--- config.mk ---
export PLATFORM = sky130hd
export DESIGN_NAME = mmc_cmd_tx
export DESIGN_NICKNAME = d
export VERILOG_FILES = /design/src/rtl/mmc_cmd_tx.sv
export SDC_FILE = /design/constraint.sdc
export NUM_CORES = 1
export LEC_CHECK = 0
export BUFFER_PORTS_ARGS = -buffer_cell sky130_fd_sc_hd__buf_4
export CAP_MARGIN = 40
export CORE_ASPECT_RATIO = 0.7
export CORE_MARGIN = 2
export CORE_UTILIZATION = 30
export CTS_CLUSTER_SIZE = 28
export DETAILED_ROUTE_END_ITERATION = 6
export HOLD_SLACK_MARGIN = 0.06
export SETUP_SLACK_MARGIN = 0.1
export SYNTH_ARGS = -nofsm -noshare
export SYNTH_HDL_FRONTEND = slang
export SYNTH_SLANG_ARGS = --single-unit
--- constraint.sdc ---
create_clock -name clk -period 5.62 [get_ports clk]
set_input_delay 0.281 -clock clk [delete_from_list [all_inputs] [get_ports clk]]
set_output_delay 0.281 -clock clk [all_outputs]
set_load 0.1 [all_outputs]
--- src/rtl/mmc_cmd_tx.sv ---
// mmc_cmd_tx: host-side MMC/SD command transmitter. Divides clk into
// mmc_clk and shifts out one 48-bit CMD frame (start, dir, index, arg,
// CRC7, end) per accepted start, then holds NCC idle mmc_clk periods.
// Ports: clk, reset_i (async, active-high); start, cmd_index[5:0],
// cmd_arg[31:0] request; busy, done status; mmc_clk, mmc_cmd_o,
// mmc_cmd_oe card side; frame_o[47:0] last frame sent.
// Option: define MMC_CMD_TX_CRC_INJECT_EN to add crc_xor[6:0], which is
// XORed into the transmitted CRC7 field.
module mmc_cmd_tx #(
  parameter int CLK_DIV = 4,
  parameter int NCC     = 8
) (
  input  logic        clk,
  input  logic        reset_i,
  input  logic        start,
  input  logic [5:0]  cmd_index,
  input  logic [31:0] cmd_arg,
`ifdef MMC_CMD_TX_CRC_INJECT_EN
  input  logic [6:0]  crc_xor,
`endif
  output logic        busy,
  output logic        done,
  output logic        mmc_clk,
  output logic        mmc_cmd_o,
  output logic        mmc_cmd_oe,
  output logic [47:0] frame_o
);

  localparam int HALF = CLK_DIV / 2;
  localparam int DW   = (HALF > 1) ? $clog2(HALF) : 1;
  localparam int GW   = (NCC > 1) ? $clog2(NCC) : 1;

  localparam logic [1:0] S_IDLE  = 2'd0;
  localparam logic [1:0] S_WAIT  = 2'd1;
  localparam logic [1:0] S_SHIFT = 2'd2;
  localparam logic [1:0] S_GAP   = 2'd3;

  logic [DW-1:0] div_q, div_d;
  logic          clk_q, clk_d;
  logic [1:0]    st_q, st_d;
  logic [47:0]   fr_q, fr_d;
  logic [47:0]   frame_q, frame_d;
  logic [5:0]    bit_q, bit_d;
  logic [GW-1:0] gap_q, gap_d;
  logic          busy_q, busy_d;
  logic          done_q, done_d;
  logic          cmd_q, cmd_d;
  logic          oe_q, oe_d;

  logic          wrap;
  logic          fall;
  logic [39:0]   hdr;
  logic [6:0]    crc;
  logic [47:0]   frm;

  // Bitwise CRC7, polynomial x^7+x^3+1, zero seed, MSB first.
  function automatic logic [6:0] crc7(input logic [39:0] d);
    logic [6:0] c;
    logic       fb;
    c = '0;
    for (int i = 39; i >= 0; i--) begin
      fb = d[i] ^ c[6];
      c  = {c[5:0], 1'b0};
      if (fb) c = c ^ 7'h09;
    end
    return c;
  endfunction

  assign wrap = (div_q == DW'(HALF - 1));
  // Fall tick: the cycle whose closing edge takes mmc_clk 1->0.
  assign fall = wrap & clk_q;

  assign hdr = {2'b01, cmd_index, cmd_arg};
`ifdef MMC_CMD_TX_CRC_INJECT_EN
  assign crc = crc7(hdr) ^ crc_xor;
`else
  assign crc = crc7(hdr);
`endif
  assign frm = {hdr, crc, 1'b1};

  always_comb begin
    div_d   = wrap ? '0 : div_q + DW'(1);
    clk_d   = wrap ? ~clk_q : clk_q;
    st_d    = st_q;
    fr_d    = fr_q;
    frame_d = frame_q;
    bit_d   = bit_q;
    gap_d   = gap_q;
    busy_d  = busy_q;
    done_d  = 1'b0;
    cmd_d   = cmd_q;
    oe_d    = oe_q;
    unique case (st_q)
      S_IDLE: begin
        // The done cycle already sits in IDLE; a start there is dropped.
        if (start && !done_q) begin
          fr_d   = frm;
          busy_d = 1'b1;
          st_d   = S_WAIT;
        end
      end
      S_WAIT: begin
        if (fall) begin
          cmd_d = fr_q[47];
          oe_d  = 1'b1;
          bit_d = 6'd47;
          st_d  = S_SHIFT;
        end
      end
      S_SHIFT: begin
        if (fall) begin
          if (bit_q == 6'd0) begin
            oe_d    = 1'b0;
            cmd_d   = 1'b1;
            frame_d = fr_q;
            gap_d   = '0;
            st_d    = S_GAP;
          end else begin
            bit_d = bit_q - 6'd1;
            cmd_d = fr_q[bit_q - 6'd1];
          end
        end
      end
      S_GAP: begin
        if (fall) begin
          if (gap_q == GW'(NCC - 1)) begin
            done_d = 1'b1;
            busy_d = 1'b0;
            st_d   = S_IDLE;
          end else begin
            gap_d = gap_q + GW'(1);
          end
        end
      end
      default: st_d = S_IDLE;
    endcase
  end

  always_ff @(posedge clk or posedge reset_i) begin
    if (reset_i) begin
      div_q   <= '0;
      clk_q   <= 1'b0;
      st_q    <= S_IDLE;
      fr_q    <= '0;
      frame_q <= '0;
      bit_q   <= '0;
      gap_q   <= '0;
      busy_q  <= 1'b0;
      done_q  <= 1'b0;
      cmd_q   <= 1'b1;
      oe_q    <= 1'b0;
    end else begin
      div_q   <= div_d;
      clk_q   <= clk_d;
      st_q    <= st_d;
      fr_q    <= fr_d;
      frame_q <= frame_d;
      bit_q   <= bit_d;
      gap_q   <= gap_d;
      busy_q  <= busy_d;
      done_q  <= done_d;
      cmd_q   <= cmd_d;
      oe_q    <= oe_d;
    end
  end

  assign busy       = busy_q;
  assign done       = done_q;
  assign mmc_clk    = clk_q;
  assign mmc_cmd_o  = cmd_q;
  assign mmc_cmd_oe = oe_q;
  assign frame_o    = frame_q;

endmodule

**Word level (Yosys, flattened, before mapping)**

Cells that the tools add are included.
Widths: inputs -> output; s select.

- Add/sub/neg operators: 3
- Magnitude comparators: 1
- Equality and inequality tests: 12
- Mux-type cells: 72
- Bitwise gates (word level): 76
- Reductions and logical operators: 15

Operator list:

| operator | number |
|---|---|
| $mux 4 | 38 |
| $not 2->2 | 37 |
| $xor 1x1->1 | 34 |
| $mux 6 | 3 |
| $ne 2x2->1 const B | 8 |
| $mux 1 | 14 |
| $mux 2 | 6 |
| $mux 3 | 4 |
| $pmux 6 s2 | 1 |
| $reduce_and 4->1 | 3 |
| $pmux 2 s4 | 1 |
| $lt 6x7->1 const B | 1 |
| $bmux 1 s6 | 1 |
| $logic_not 6->1 | 1 |
| $pmux 1 s2 | 3 |
| $pmux 3 s2 | 1 |
| $reduce_and 3->1 | 2 |
| $reduce_and 6->1 | 1 |
| $reduce_bool 2->1 | 3 |
| $sub 6x1->6 const B | 1 |
| $reduce_and 5->1 | 1 |
| $eq 2x2->1 const B | 2 |
| $add 3x1->3 const B | 1 |
| $eq 3x3->1 const B | 1 |
| 9 further kinds | 11 |

- Register bits: 111
- Bits of input ports: 41
- Output and inout port bits: 53
- Logic and storage cells: 190

**Longest topological paths before layout**

- Word-level depth: 75
- Gate-level depth with buffers: 10
- Gate-level depth less buffers: 8

**Least setup slack after synthesis**

OpenSTA, ideal clock, no wires.

- Path kind: flip-flop to flip-flop
- Start point: register bit_q[0]
- End point: register cmd_q (netlist: mmc_cmd_o)
- Setup time: 0.080 ns
- Data arrival time: 3.297 ns
- Required time: 5.540 ns
- Slack: 2.244 ns
- Stages on the path, launching flop included: 11
- Period minus slack after synthesis: 3.376 ns
- Cell sequence: dfrtp_1 clkbuf_1 clkinv_1 ha_1 xor2_1 clkbuf_1 mux4_2 o32ai_1 a211oi_1 a211o_1 a32o_1

- Word-level cells in the longest chain between the ends: 6

RTL lines:

| item | line | text |
|---|---|---|
| from (decl) | 43 | `logic [5:0] bit_q, bit_d;` |
| from (signal assigned) | 158 | `bit_q <= bit_d;` |
| $sub 6x1->6 | 120 | `cmd_d = fr_q[bit_q - 6'd1];` |
| $bmux 1 s6 | 120 |  |
| $mux 1 (not written as such) | 120 |  |
| $mux 1 * | 112 | `if (bit_q == 6'd0) begin` |
| $mux 1 * | 111 | `if (fall) begin` |
| $pmux 1 s2 * | 93 | `unique case (st_q)` |
| to (signal assigned) | 162 | `cmd_q <= cmd_d;` |
| to (decl) | 47 | `logic cmd_q, cmd_d;` |

Every way passes the cells marked *; elsewhere a longest branch is shown, timed or not. The select of a mux whose other input is x is not followed.
A chain may end at the register's enable or synchronous reset.

**Final worst setup path**

Ends and elaborated chain as after synthesis.

==> run_results.csv <==
group,metric,value,unit
power_and_ir_drop,p_leak,3.34,nW
drt,highest_layer,"met4",
grt,overflow,0,
yosys,synth_flop_cell,"dfrtp_1",
yosys,synthCells,405,
setup_path,r2r_end,"mmc_cmd_o",
yosys,synth_top_area_share,48.1,%
final_layout,antennaDiodeCount,0,
setup_path,end_kind,"flop",
yosys,synth.ff_latch_count,109,
setup_path,startpoint_type,"flop",
clock_tree,cts_sinks,109,
timing,slew_viol_final,0,
yosys,syn_area,0.00562,mm²
yosys,synth_xor_area_share,16.0,%
timing,finalSetupTns,0,ns
floorplan,initial_core_util,30.9,%
setup_path,crit_chain,"clkinv_1, ha_1, xor2_1, buf_4, mux4_2, mux2i_1, a311oi_1, a211o_1, a32o_1",
setup_path,r2r_cells,9,
timing,slew_headroom,49.9,%
drt,dr_wl_met2,5840,µm
clock_tree,postCtsSetupBuffers,0,
placement,place.gp.congestion,0.858,
clock_tree,cts_tree,"done",
yosys,ys_warn_count,0,
yosys,synth_top_family_by_area,"multiplexers",
final_layout,final_common_cell,"dfrtp_1",
yosys,yosysSeqAreaShare,48.6,%
final_layout,area_growth,22.2,%
setup_path,r2r_slack,2.22,ns
floorplan,die_area,0.0199,mm²
drt,dr.first_iter.drc_count,240,
drt,wl_met1,6960,µm
floorplan,pin_count,94,
setup_path,worstSetupPathType,"flop to flop",
yosys,synthAdderAreaFrac,1.78,%
timing,tightest_slew,0.752,ns
timing,period_needed,3.40,ns
grt,grt_usage,14.5,%
yosys,synth_compound_area_share,4.48,%
min_path,min_from,"cmd_arg[17]",
timing,min_period_over_period,60.5,%
drt,firstDrtPassIters,5,
timing,hold_violations,0,
min_path,hold_path_end,"fr_q[25]",
clock_tree,numCtsBuffers,9,
clock_tree,clk_latency,0.35,ns
final_layout,seq_area,0.00273,mm²
yosys,synth_area_leaders,"dfrtp_1, mux2_2, xnor3_1, xnor2_1, mux4_2",
yosys,synthMuxAreaShare,22.3,%
yosys,synth_top_area_cell,"dfrtp_1",
timing,rsz0062_at_grt,"no",
setup_path,cpMaxStageDelayCell,"xor2_1",
status,status,"completed",
grt,grt_pass1_wl,21800,µm
final_layout,drive_gt1_share,43.1,%
clock_tree,cts-root-buf,"clkbuf_16",
clock_tree,clk_pin_slew,0.07,ns
flow_run,max-cap-violations,0,
final_layout,fillers,1732,
timing,clock_skew,0.00747,ns
placement,pre_cts_ws,2.22,ns
setup_path,crit_fanout,9,
drt,wl,13900,µm
setup_path,worstPathArrival,3.68,ns
min_path,hold_class,"input port to flop",
setup_path,crit_required,5.90,ns
setup_path,r2r-start,"bit_q[0]",
drt,wl_per_cell,18.9,µm
drt,dr_wl_met3,950,µm
yosys,synth-simple-area-share,4.74,%
yosys,syn-num-nets,454,
floorplan,placement_rows,41,
final_layout,nNetsFinal,541,
grt,first_global_vias,3772,
yosys,async_flop_share,100,%
final_layout,layout_common_cells,"dfrtp_1, buf_4, mux2_2",
floorplan,core_area,0.0182,mm²
yosys,syn_avg_cell_area,13.9,µm²
final_layout,multi_input_area,0.00278,mm²
timing,setup_slack,2.22,ns
timing,max_freq,294,MHz
yosys,yosysUniqueCellTypes,45,
timing,setup_viol,0,
yosys,synth_edf_count,0,
power_and_ir_drop,p_per_area,487,mW/mm²
floorplan,die-width,168,µm
clock_tree,cts-resized-gates,0,
placement,dp_hpwl,10700,µm
min_path,hold_path_depth,2,
drt,drtAntennaViolNets,0,
setup_path,cp_top_family,"compound AO/OA/AOI/OAI gates",
setup_path,crit_buf_inv,2,
drt,vias_per_cell,4.91,
grt,antenna_found_initial,0,
clock_tree,htreeDepth,3,
drt,route.detailed.drc,0,
setup_path,cp.depth,9,
drt,via_count,3600,
placement,io_buffers,92,
power_and_ir_drop,vdd_drop_max,0.267,mV
floorplan,die_h,119,µm
clock_tree,clockBufferDepth,2,
grt,grt_max_degree,57,
setup_path,slowest_delay,0.52,ns
power_and_ir_drop,total_power,0.00334,W
final cells by class:
cell class	count	area share [%]
clock buffers	9	3.28
repair buffers	97	10.6
clock inverters	7	1.09
well taps	236	4.30
inverters	7	0.419
multi-input cells	268	40.5
flip-flops and latches	109	39.7
per-layer routing:
layer | vias up | global-route usage, %
met4 | 0 | 3.26
met3 | 12 | 4.02
li1 | 1622 | -
met5 | - | 0
met1 | 1850 | 21.4
met2 | 116 | 21.0
cells in the mapped netlist (2+ instances only):
master and instances:
xnor2_1 29, mux4_2 11, mux2i_1 5, nand3_1 6
buf_4 2, and3b_1 2, dfrtp_1 108, nor2b_1 2
a211o_1 2, xnor3_1 21, xnor3_2 2, nand2_1 24
nor3_1 2, xor2_1 9, a21oi_1 8, nand3b_1 4
xor3_1 2, clkbuf_1 18, mux2_2 85, nand2b_1 2
nor2_1 6, and2_1 2, o21ai_0 18, ha_1 8
a22oi_1 2, inv_1 6
per-stage QoR:
step	cells	instance area, µm²	hold slack, ns	util, %
after floorplan	405	5620	0.432	-
after global placement	716	6560	0.414	36.1
after detailed placement	716	6560	0.430	36.1
after CTS	733	6870	0.171	37.8
after global routing	733	6870	0.179	37.8
final	733	6870	0.180	37.8
registers in the layout, indices dropped and copies added, names as in the netlist:
signal      count
fr_q           46
frame_o        46
bit_q           6
gap_q           3
st_q            2
busy            1
div_q           1
done            1
mmc_clk         1
mmc_cmd_o       1
mmc_cmd_oe      1
power by group:
part,switching [W],internal [W]
Clock,0.000295,0.000347
Sequential,0.000239,0.00100
Combinational,0.000665,0.000794
Total,0.00120,0.00215
how the worst max path moves through the flow:
| stage | start | endpoint | slack [ns] |
|---|---|---|---|
| after CTS | bit_q[0] | mmc_cmd_o | 2.21 |
| after floorplan | bit_q[0] | mmc_cmd_o | 2.24 |
| after global routing | bit_q[0] | mmc_cmd_o | 1.90 |
| final | bit_q[0] | mmc_cmd_o | 2.22 |
| after global placement | bit_q[0] | mmc_cmd_o | 2.32 |
| after detailed placement | bit_q[0] | mmc_cmd_o | 2.22 |
what timing repair did:
action	in CTS	in global routing
setup endpoints to repair	0	0
hold endpoints to repair	19	0
hold buffers	1	0
cells by family (layout without fill, tap and decap cells):
group,Yosys count,count (layout)
flops,109,109
simple gates,54,54
compound gates,41,41
fa+ha+maj,8,8
xor+xnor,63,63
mux,101,101
other cells,1,1
buf+inv,28,120
No activity file was read; power rests on OpenSTA's default activity.
